==> config.mk <==
export PLATFORM = sky130hd
export DESIGN_NAME = fixed_rrelu_backward_flat
export DESIGN_NICKNAME = d
export VERILOG_FILES = /design/src/rtl/fixed_rrelu_backward_if.sv /design/src/rtl/fixed_rrelu_backward.sv /design/src/flat_wrapper.sv
export SDC_FILE = /design/constraint.sdc
export NUM_CORES = 1
export LEC_CHECK = 0
export CAP_MARGIN = 40
export CORE_MARGIN = 5
export CORE_UTILIZATION = 45
export DETAILED_ROUTE_END_ITERATION = 12
export PLACE_DENSITY = 0.75
export SLEW_MARGIN = 20
export SYNTH_ARGS = -nofsm -noshare
export SYNTH_HDL_FRONTEND = slang
export SYNTH_SLANG_ARGS = --single-unit
==> constraint.sdc <==
create_clock -name clk -period 2.3 [get_ports clk]
set_input_delay 0.46 -clock clk [delete_from_list [all_inputs] [get_ports clk]]
set_output_delay 0.46 -clock clk [all_outputs]
set_load 0.05 [all_outputs]
==> src/rtl/fixed_rrelu_backward_if.sv <==
// Stream bundle for the RReLU backward block: forward-input stream, upstream
// gradient stream and the registered downstream gradient stream with last marker.
interface fixed_rrelu_backward_if #(
    parameter int W = 8,
    parameter int P = 1
);
    logic [P-1:0][W-1:0] fwd_in_0;
    logic                fwd_in_0_valid;
    logic                fwd_in_0_ready;

    logic [P-1:0][W-1:0] grad_in_0;
    logic                grad_in_0_valid;
    logic                grad_in_0_ready;

    logic [P-1:0][W-1:0] grad_out_0;
    logic                grad_out_0_valid;
    logic                grad_out_0_ready;
    logic                grad_out_0_last;

    modport slave (
        input  fwd_in_0, fwd_in_0_valid,
        output fwd_in_0_ready,
        input  grad_in_0, grad_in_0_valid,
        output grad_in_0_ready,
        output grad_out_0, grad_out_0_valid, grad_out_0_last,
        input  grad_out_0_ready
    );

    modport master (
        output fwd_in_0, fwd_in_0_valid,
        input  fwd_in_0_ready,
        output grad_in_0, grad_in_0_valid,
        input  grad_in_0_ready,
        input  grad_out_0, grad_out_0_valid, grad_out_0_last,
        output grad_out_0_ready
    );
endinterface

==> src/rtl/fixed_rrelu_backward.sv <==
// Fixed-point RReLU backward pass: forward-input signs are queued as masks and
// joined with gradient beats. Define FIXED_RRELU_BACKWARD_SAT_EN to saturate the slope path.
module fixed_rrelu_backward #(
    parameter int DATA_IN_0_PRECISION_0       = 8,
    parameter int DATA_IN_0_PRECISION_1       = 3,
    parameter int DATA_IN_0_TENSOR_SIZE_DIM_0 = 8,
    parameter int DATA_IN_0_TENSOR_SIZE_DIM_1 = 1,
    parameter int DATA_IN_0_PARALLELISM_DIM_0 = 1,
    parameter int DATA_IN_0_PARALLELISM_DIM_1 = 1,
    parameter logic [DATA_IN_0_PRECISION_0-1:0] NEGATIVE_SLOPE = 8'd2,
    parameter int MASK_FIFO_DEPTH             = 4
) (
    input  logic                   clk,
    input  logic                   rst,
    fixed_rrelu_backward_if.slave  bus
);

    localparam int W     = DATA_IN_0_PRECISION_0;
    localparam int F     = DATA_IN_0_PRECISION_1;
    localparam int P     = DATA_IN_0_PARALLELISM_DIM_0 * DATA_IN_0_PARALLELISM_DIM_1;
    localparam int BEATS = (DATA_IN_0_TENSOR_SIZE_DIM_0 * DATA_IN_0_TENSOR_SIZE_DIM_1) / P;
    localparam int AW    = $clog2(MASK_FIFO_DEPTH);
    localparam int CW    = (BEATS > 1) ? $clog2(BEATS) : 1;

    localparam logic [AW:0]   PTR_ONE   = (AW+1)'(1);
    localparam logic [CW-1:0] BEAT_ONE  = CW'(1);
    localparam logic [CW-1:0] BEAT_LAST = CW'(BEATS - 1);

    // Mask FIFO state
    logic [P-1:0] mask_mem [MASK_FIFO_DEPTH];
    logic [AW:0]  wr_ptr_q, wr_ptr_d;
    logic [AW:0]  rd_ptr_q, rd_ptr_d;
    logic         mask_full;
    logic         mask_empty;
    logic [P-1:0] mask_in;
    logic [P-1:0] mask_rd;

    // Output stage state
    logic [P-1:0][W-1:0] data_q, data_d;
    logic                valid_q, valid_d;
    logic [CW-1:0]       beat_q, beat_d;

    logic                push;
    logic                pop;
    logic                out_fire;
    logic                grad_ready;
    logic [P-1:0][W-1:0] result;

    // Extra pointer bit distinguishes full from empty when the indices coincide.
    assign mask_empty = (wr_ptr_q == rd_ptr_q);
    assign mask_full  = (wr_ptr_q[AW] != rd_ptr_q[AW]) &&
                        (wr_ptr_q[AW-1:0] == rd_ptr_q[AW-1:0]);

    assign grad_ready = !mask_empty && (!valid_q || bus.grad_out_0_ready);
    assign push       = bus.fwd_in_0_valid && !mask_full;
    assign pop        = bus.grad_in_0_valid && grad_ready;
    assign out_fire   = valid_q && bus.grad_out_0_ready;

    assign bus.fwd_in_0_ready   = !mask_full;
    assign bus.grad_in_0_ready  = grad_ready;
    assign bus.grad_out_0       = data_q;
    assign bus.grad_out_0_valid = valid_q;
    assign bus.grad_out_0_last  = valid_q && (beat_q == BEAT_LAST);

    generate
        for (genvar gi = 0; gi < P; gi++) begin : g_mask
            // Zero takes the slope, matching the forward activation's condition.
            assign mask_in[gi] = bus.fwd_in_0[gi][W-1] || (bus.fwd_in_0[gi] == '0);
        end
    endgenerate

    always_ff @(posedge clk) begin
        if (push) begin
            mask_mem[wr_ptr_q[AW-1:0]] <= mask_in;
        end
    end

    // Asynchronous read so the popped mask pairs with the gradient accepted this cycle.
    assign mask_rd = mask_mem[rd_ptr_q[AW-1:0]];

    generate
        for (genvar gi = 0; gi < P; gi++) begin : g_elem
            logic signed [2*W-1:0] prod;
            logic        [W-1:0]   slope_val;

            assign prod = $signed(bus.grad_in_0[gi]) * $signed(NEGATIVE_SLOPE);

`ifdef FIXED_RRELU_BACKWARD_SAT_EN
            localparam logic signed [2*W-1:0] SAT_MAX = {{(W+1){1'b0}}, {(W-1){1'b1}}};
            localparam logic signed [2*W-1:0] SAT_MIN = {{(W+1){1'b1}}, {(W-1){1'b0}}};
            logic signed [2*W-1:0] shifted;

            assign shifted = prod >>> F;

            always_comb begin
                if (shifted > SAT_MAX) begin
                    slope_val = SAT_MAX[W-1:0];
                end else if (shifted < SAT_MIN) begin
                    slope_val = SAT_MIN[W-1:0];
                end else begin
                    slope_val = shifted[W-1:0];
                end
            end
`else
            assign slope_val = W'(prod >>> F);
`endif

            assign result[gi] = mask_rd[gi] ? slope_val : bus.grad_in_0[gi];
        end
    endgenerate

    always_comb begin
        wr_ptr_d = wr_ptr_q;
        rd_ptr_d = rd_ptr_q;
        data_d   = data_q;
        valid_d  = valid_q;
        beat_d   = beat_q;

        if (push) begin
            wr_ptr_d = wr_ptr_q + PTR_ONE;
        end
        if (pop) begin
            rd_ptr_d = rd_ptr_q + PTR_ONE;
        end

        // A new beat can only load when the register is empty or draining.
        if (pop) begin
            data_d  = result;
            valid_d = 1'b1;
        end else if (bus.grad_out_0_ready) begin
            valid_d = 1'b0;
        end

        if (out_fire) begin
            beat_d = (beat_q == BEAT_LAST) ? '0 : beat_q + BEAT_ONE;
        end
    end

    always_ff @(posedge clk or negedge rst) begin
        if (!rst) begin
            wr_ptr_q <= '0;
            rd_ptr_q <= '0;
            data_q   <= '0;
            valid_q  <= 1'b0;
            beat_q   <= '0;
        end else begin
            wr_ptr_q <= wr_ptr_d;
            rd_ptr_q <= rd_ptr_d;
            data_q   <= data_d;
            valid_q  <= valid_d;
            beat_q   <= beat_d;
        end
    end

endmodule
==> src/flat_wrapper.sv <==
// flat-port wrapper written by rule: the top's interface ports become plain ports
module fixed_rrelu_backward_flat 
#(
    parameter int DATA_IN_0_PRECISION_0       = 8,
    parameter int DATA_IN_0_PRECISION_1       = 3,
    parameter int DATA_IN_0_TENSOR_SIZE_DIM_0 = 8,
    parameter int DATA_IN_0_TENSOR_SIZE_DIM_1 = 1,
    parameter int DATA_IN_0_PARALLELISM_DIM_0 = 1,
    parameter int DATA_IN_0_PARALLELISM_DIM_1 = 1,
    parameter logic [DATA_IN_0_PRECISION_0-1:0] NEGATIVE_SLOPE = 8'd2,
    parameter int MASK_FIFO_DEPTH             = 4
)
  (clk, rst, bus_fwd_in_0, bus_fwd_in_0_valid, bus_fwd_in_0_ready, bus_grad_in_0, bus_grad_in_0_valid, bus_grad_in_0_ready, bus_grad_out_0, bus_grad_out_0_valid, bus_grad_out_0_last, bus_grad_out_0_ready);
  fixed_rrelu_backward_if bus_i ();
  input  logic clk;
  input  logic rst;
  input wire logic [$bits(bus_i.fwd_in_0)-1:0] bus_fwd_in_0;
  input wire logic [$bits(bus_i.fwd_in_0_valid)-1:0] bus_fwd_in_0_valid;
  output wire logic [$bits(bus_i.fwd_in_0_ready)-1:0] bus_fwd_in_0_ready;
  input wire logic [$bits(bus_i.grad_in_0)-1:0] bus_grad_in_0;
  input wire logic [$bits(bus_i.grad_in_0_valid)-1:0] bus_grad_in_0_valid;
  output wire logic [$bits(bus_i.grad_in_0_ready)-1:0] bus_grad_in_0_ready;
  output wire logic [$bits(bus_i.grad_out_0)-1:0] bus_grad_out_0;
  output wire logic [$bits(bus_i.grad_out_0_valid)-1:0] bus_grad_out_0_valid;
  output wire logic [$bits(bus_i.grad_out_0_last)-1:0] bus_grad_out_0_last;
  input wire logic [$bits(bus_i.grad_out_0_ready)-1:0] bus_grad_out_0_ready;
  assign bus_i.fwd_in_0 = bus_fwd_in_0;
  assign bus_i.fwd_in_0_valid = bus_fwd_in_0_valid;
  assign bus_fwd_in_0_ready = bus_i.fwd_in_0_ready;
  assign bus_i.grad_in_0 = bus_grad_in_0;
  assign bus_i.grad_in_0_valid = bus_grad_in_0_valid;
  assign bus_grad_in_0_ready = bus_i.grad_in_0_ready;
  assign bus_grad_out_0 = bus_i.grad_out_0;
  assign bus_grad_out_0_valid = bus_i.grad_out_0_valid;
  assign bus_grad_out_0_last = bus_i.grad_out_0_last;
  assign bus_i.grad_out_0_ready = bus_grad_out_0_ready;
  fixed_rrelu_backward #(.DATA_IN_0_PRECISION_0(DATA_IN_0_PRECISION_0), .DATA_IN_0_PRECISION_1(DATA_IN_0_PRECISION_1), .DATA_IN_0_TENSOR_SIZE_DIM_0(DATA_IN_0_TENSOR_SIZE_DIM_0), .DATA_IN_0_TENSOR_SIZE_DIM_1(DATA_IN_0_TENSOR_SIZE_DIM_1), .DATA_IN_0_PARALLELISM_DIM_0(DATA_IN_0_PARALLELISM_DIM_0), .DATA_IN_0_PARALLELISM_DIM_1(DATA_IN_0_PARALLELISM_DIM_1), .NEGATIVE_SLOPE(NEGATIVE_SLOPE), .MASK_FIFO_DEPTH(MASK_FIFO_DEPTH)) u_core (.clk(clk), .rst(rst), .bus(bus_i));
endmodule
* Yosys cells after proc, flatten, opt, wreduce, memory -nomap -nowiden *
Memories as Yosys holds them, arrays and structs flattened.
Cells that the tools add are included.

storage, ports and cells
  bits in registers = 18
  RAM bits = 4
  input port bits = 21
  output and inout bits = 12
  logic and storage cells = 32
  memories = 1

memories
  memory           depth  bits a word  read ports  clocked after memory_dff  write ports  line                        source
  u_core.mask_mem  4      1            1           0                         1            fixed_rrelu_backward.sv:30  logic [P-1:0] mask_mem [MASK_FIFO_DEPTH];

operators by class
  add/subtract/negate cells = 3
  equal/unequal tests = 4
  multiplexer cells = 6
  reduce and logical (&&, ||, !) cells = 13

operator list
  operator                                                        count
  3-bit by 1-bit adder with 3-bit output (second input constant)  3
  8-bit logical NOT                                               1
  7-bit two-way mux                                               1
  1-bit logical AND                                               6
  1-bit two-way mux                                               4
  3-bit == test                                                   1
  3-bit == test (second input constant)                           1
  1-bit logical NOT                                               3
  3-bit two-way mux                                               1
  2-bit == test                                                   1
  1-bit logical OR                                                2
  2-bit nonzero test                                              1
  1-bit inequality test                                           1

* Depth between registers and ports, before layout *
  word-level depth = 6
  gate-level depth with buffers = 6
  depth with buffers taken out = 4

* Least setup slack after synthesis *
Ideal clock, no wire load.

  kind = register -> register
  from = register u_core.rd_ptr_q[0]
  to = register u_core.wr_ptr_q[1]
  data arrival time = 1579 ps
  data required time = 2173 ps
  setup slack = 593 ps
  cell stages (with the launch flop) = 7
  clock period less this slack = 1707 ps
  path through = dfrtp_1 > buf_6 > xor2_2 > or3_1 > buf_6 > nand2_2 > mux2_1

on the way
  word-level cells in the longest chain between the ends = 4

RTL lines
  element                   line                         source
  start: declaration        fixed_rrelu_backward.sv:32   logic [AW:0] rd_ptr_q, rd_ptr_d;
  start signal: assignment  fixed_rrelu_backward.sv:148  rd_ptr_q <= rd_ptr_d;
  2-bit == test             fixed_rrelu_backward.sv:52   (wr_ptr_q[AW-1:0] == rd_ptr_q[AW-1:0]);
  1-bit logical AND         fixed_rrelu_backward.sv:51   assign mask_full = (wr_ptr_q[AW] != rd_ptr_q[AW]) &&
  1-bit logical NOT         -
  net bus_fwd_in_0_ready    flat_wrapper.sv:19           output wire logic [$bits(bus_i.fwd_in_0_ready)-1:0] bus_fwd_in_0_ready;
  1-bit logical AND         fixed_rrelu_backward.sv:55   assign push = bus.fwd_in_0_valid && !mask_full;
  end signal: assignment    fixed_rrelu_backward.sv:147  wr_ptr_q <= wr_ptr_d;
  end: declaration          fixed_rrelu_backward.sv:31   logic [AW:0] wr_ptr_q, wr_ptr_d;

The timed path passes the listed nets, and every way through them passes these cells.
A chain may end at the register's enable or synchronous reset.

* Worst setup path after layout *
  from = register u_core.wr_ptr_q[0]
  to = output port bus_fwd_in_0_ready

on the way
  word-level cells in the longest chain between the ends = 3

RTL lines
  element            line                        source
  2-bit == test      fixed_rrelu_backward.sv:52
  1-bit logical AND  fixed_rrelu_backward.sv:51
  1-bit logical NOT  fixed_rrelu_backward.sv:59  assign bus.fwd_in_0_ready = !mask_full;
  end: declaration   flat_wrapper.sv:19

Every way passes these cells.

==> summary.txt <==
# nets final -> 152
Initial Util -> 0.4633
max-slew violation count -> 0
Post-CTS Setup Repair Bufs -> 0
CTS root buf -> clkbuf_4
wirelength, routed -> 2.082 mm
Worst R2R Setup Slack -> 400 ps
DR vias -> 754
Critical Path End Type -> primary output
WP data arrival -> 1740 ps
initial antenna violation count -> 0
crit-path max cell delay -> 490 ps
slowest library cell on the worst path -> dfrtp_1
Slew HR -> 0.5130
CTS tree -> done
Post-DP HPWL -> 1.711 mm
DP Area -> 0.001475 mm^2
Hold Violations, Final -> 0
library cells used by synthesis -> 27
VDD IR max -> 1.055 mV
HP Class -> primary input to async pin
# rows -> 18
Pre-antenna DRT Iters -> 2
sequential area share after synthesis -> 0.5017
Die W -> 60.28 um
number of antenna repair diodes -> 0
CP required -> 1840 ps
leakage -> 0.0006880 uW
fin crit period -> 2200 ps
CTS buffer count -> 3
WL/cell -> 13.61 um
vias in the first global route -> 822
Seq cells post-synth -> 22
Final Util -> 0.6198
largest net degree at the start of global routing -> 19
Max Cap Viol -> 0
global route overflow -> 0
Initial DRC Count -> 5
power per cell area -> 1523 mW/mm^2
Setup TNS Final -> 0 ps
CP Max Fanout -> 6
share of layout cells above drive strength 1 -> 0.1545
area grow syn2layout -> 33.77%
core area -> 0.002455 mm^2
clock sink count -> 22
global-route wire length before repair -> 3.484 mm
Die Area -> 0.003633 mm^2
Cell Count, Final, Fillers Out -> 153
DRC viols -> 0
cell family with most CP delay -> flip-flops
vias per cell -> 4.928
post-synth net total -> 118
Final ANT Viol Nets -> 0
CP Launch Type -> flop
IO Count -> 33
htree depth -> 1
Ys Warns -> 0
WS Path Type -> flop to primary output
most frequent cells in the layout -> clkdlybuf4s50_1, dfrtp_1, mux2i_1, nand2_1
Layout Skew -> 2.725 ps
maximum clock path buffer count -> 2
total track usage -> 0.1284
outcome -> finished, final reports clean
Vert. Die Dim -> 60.28 um
WHS -> 471.6 ps
RSZ-0062 raised after global routing -> false
clock-pin slew on the worst setup and hold paths -> 120 ps
Synth Cell Area -> 0.001137 mm^2
worst slew pin tran -> 728.7 ps
post-route cell area -> 0.001521 mm^2
Syn Inst Count -> 90
Bufs and invs on worst path -> 1
Final setup viols -> 0
Avg Cell Area, Syn -> 12.64 um^2
Skew-Pair Late Insertion Delay -> 300 ps
GPL Wtd Cong -> 0.7416
IO buf count -> 32
fmax -> 454.5 MHz
dpl cells -> 149
crit share post-route -> 0.9566
commonest non-fill, non-tap cell in the layout -> clkdlybuf4s50_1
CP cell instances -> xor2_2 > or3_1 > buf_4
[worst paths after layout]
kind / to / cells past startpoint / start
worst min-delay path: u_core.beat_q[1] / 2 / rst
worst max-delay path: bus_fwd_in_0_ready / 3 / u_core.wr_ptr_q[0]
min in group clk: u_core.bus.grad_out_0[4] / 2 / u_core.bus.grad_out_0[4]
worst min register to register: u_core.bus.grad_out_0[4] / 2 / u_core.bus.grad_out_0[4]
max in group asynchronous: u_core.wr_ptr_q[1] / 2 / rst
worst max register to register: u_core.rd_ptr_q[1] / 3 / u_core.wr_ptr_q[0]
[sequential cells by signal (all words and copies together), names as in the netlist]
register and cells:
u_core.bus.grad_out_0 8, u_core.mask_mem 4, u_core.beat_q 3, u_core.rd_ptr_q 3, u_core.wr_ptr_q 3, u_core.bus.grad_out_0_valid 1
[metrics by stage]
stage / total power, uW / worst slack, ps
after floorplan: 1728 / 593.1
after global placement: 2048 / 271.3
after detailed placement: 2099 / 237.6
after CTS: 2353 / 71.57
after global routing: 2484 / 4.033
final: 2317 / 99.75
[routing by layer]
metal	track usage	routed length (um)	vias up
li1	-	-	380
met1	0.1601	882	364
met2	0.2269	1120	10
met3	0.01944	80	0
met4	0.03797	0	0
met5	0	0	-
[final cells by class]
cell class / instances / area (um^2)
fill: 200 / 933.4
tap: 30 / 37.54
clock buffer: 4 / 47.55
timing repair buffer: 33 / 334.1
inverter: 2 / 7.507
sequential: 22 / 570.5
multi-input combinational: 62 / 524.3
[synthesized netlist by cell type, drive strengths merged]
cell type  instances  area (um^2)
mux2               6        67.56
dfrtp             18        450.4
o21ai              7        35.03
and2               1        6.260
nor4               1        6.260
nand2             10        40.04
nand2b             1        6.260
buf                4        35.03
o311ai             1        26.28
edfxtp             4        120.1
or3                1        6.260
ha                 7        87.58
mux2i              9        90.09
xor2               5        51.30
o31a               1        10.01
nor3               2        10.01
a21o               2        15.01
and3               5        40.04
xnor2              3        26.28
inv                2        7.510
[report_power, final]
group          internal, uW  total, uW  leakage [uW]  switching, uW
Sequential              578        730      0.000253            153
Clock                   133        250     0.0000261            117
Combinational           554       1340      0.000409            782
[cells by family after synthesis]
kind of cell / after synthesis / synth area share
DFF: 22 / 0.5017
and+or+nand+nor: 21 / 0.1012
adders and majority gates: 7 / 0.07700
buffers and inverters: 6 / 0.03740
xor gates and xnor gates: 8 / 0.06821
AOI/OAI and AO/OA: 11 / 0.07591
muxes: 15 / 0.1386
[worst register-to-register path: stages, from the launching register on]
cell      delay [ps]
dfrtp_1          490
xor2_2           230
o311ai_4         680
mux2_2           400
[timing repair]
action | 4_1_cts | 5_1_grt
endpoints found under the hold margin | 0 | 0
hold buffers | 0 | 0
endpoints found under the setup margin | 1 | 0
resized for setup | 1 | 0
Note: power is estimated with default switching activity, not from simulation.
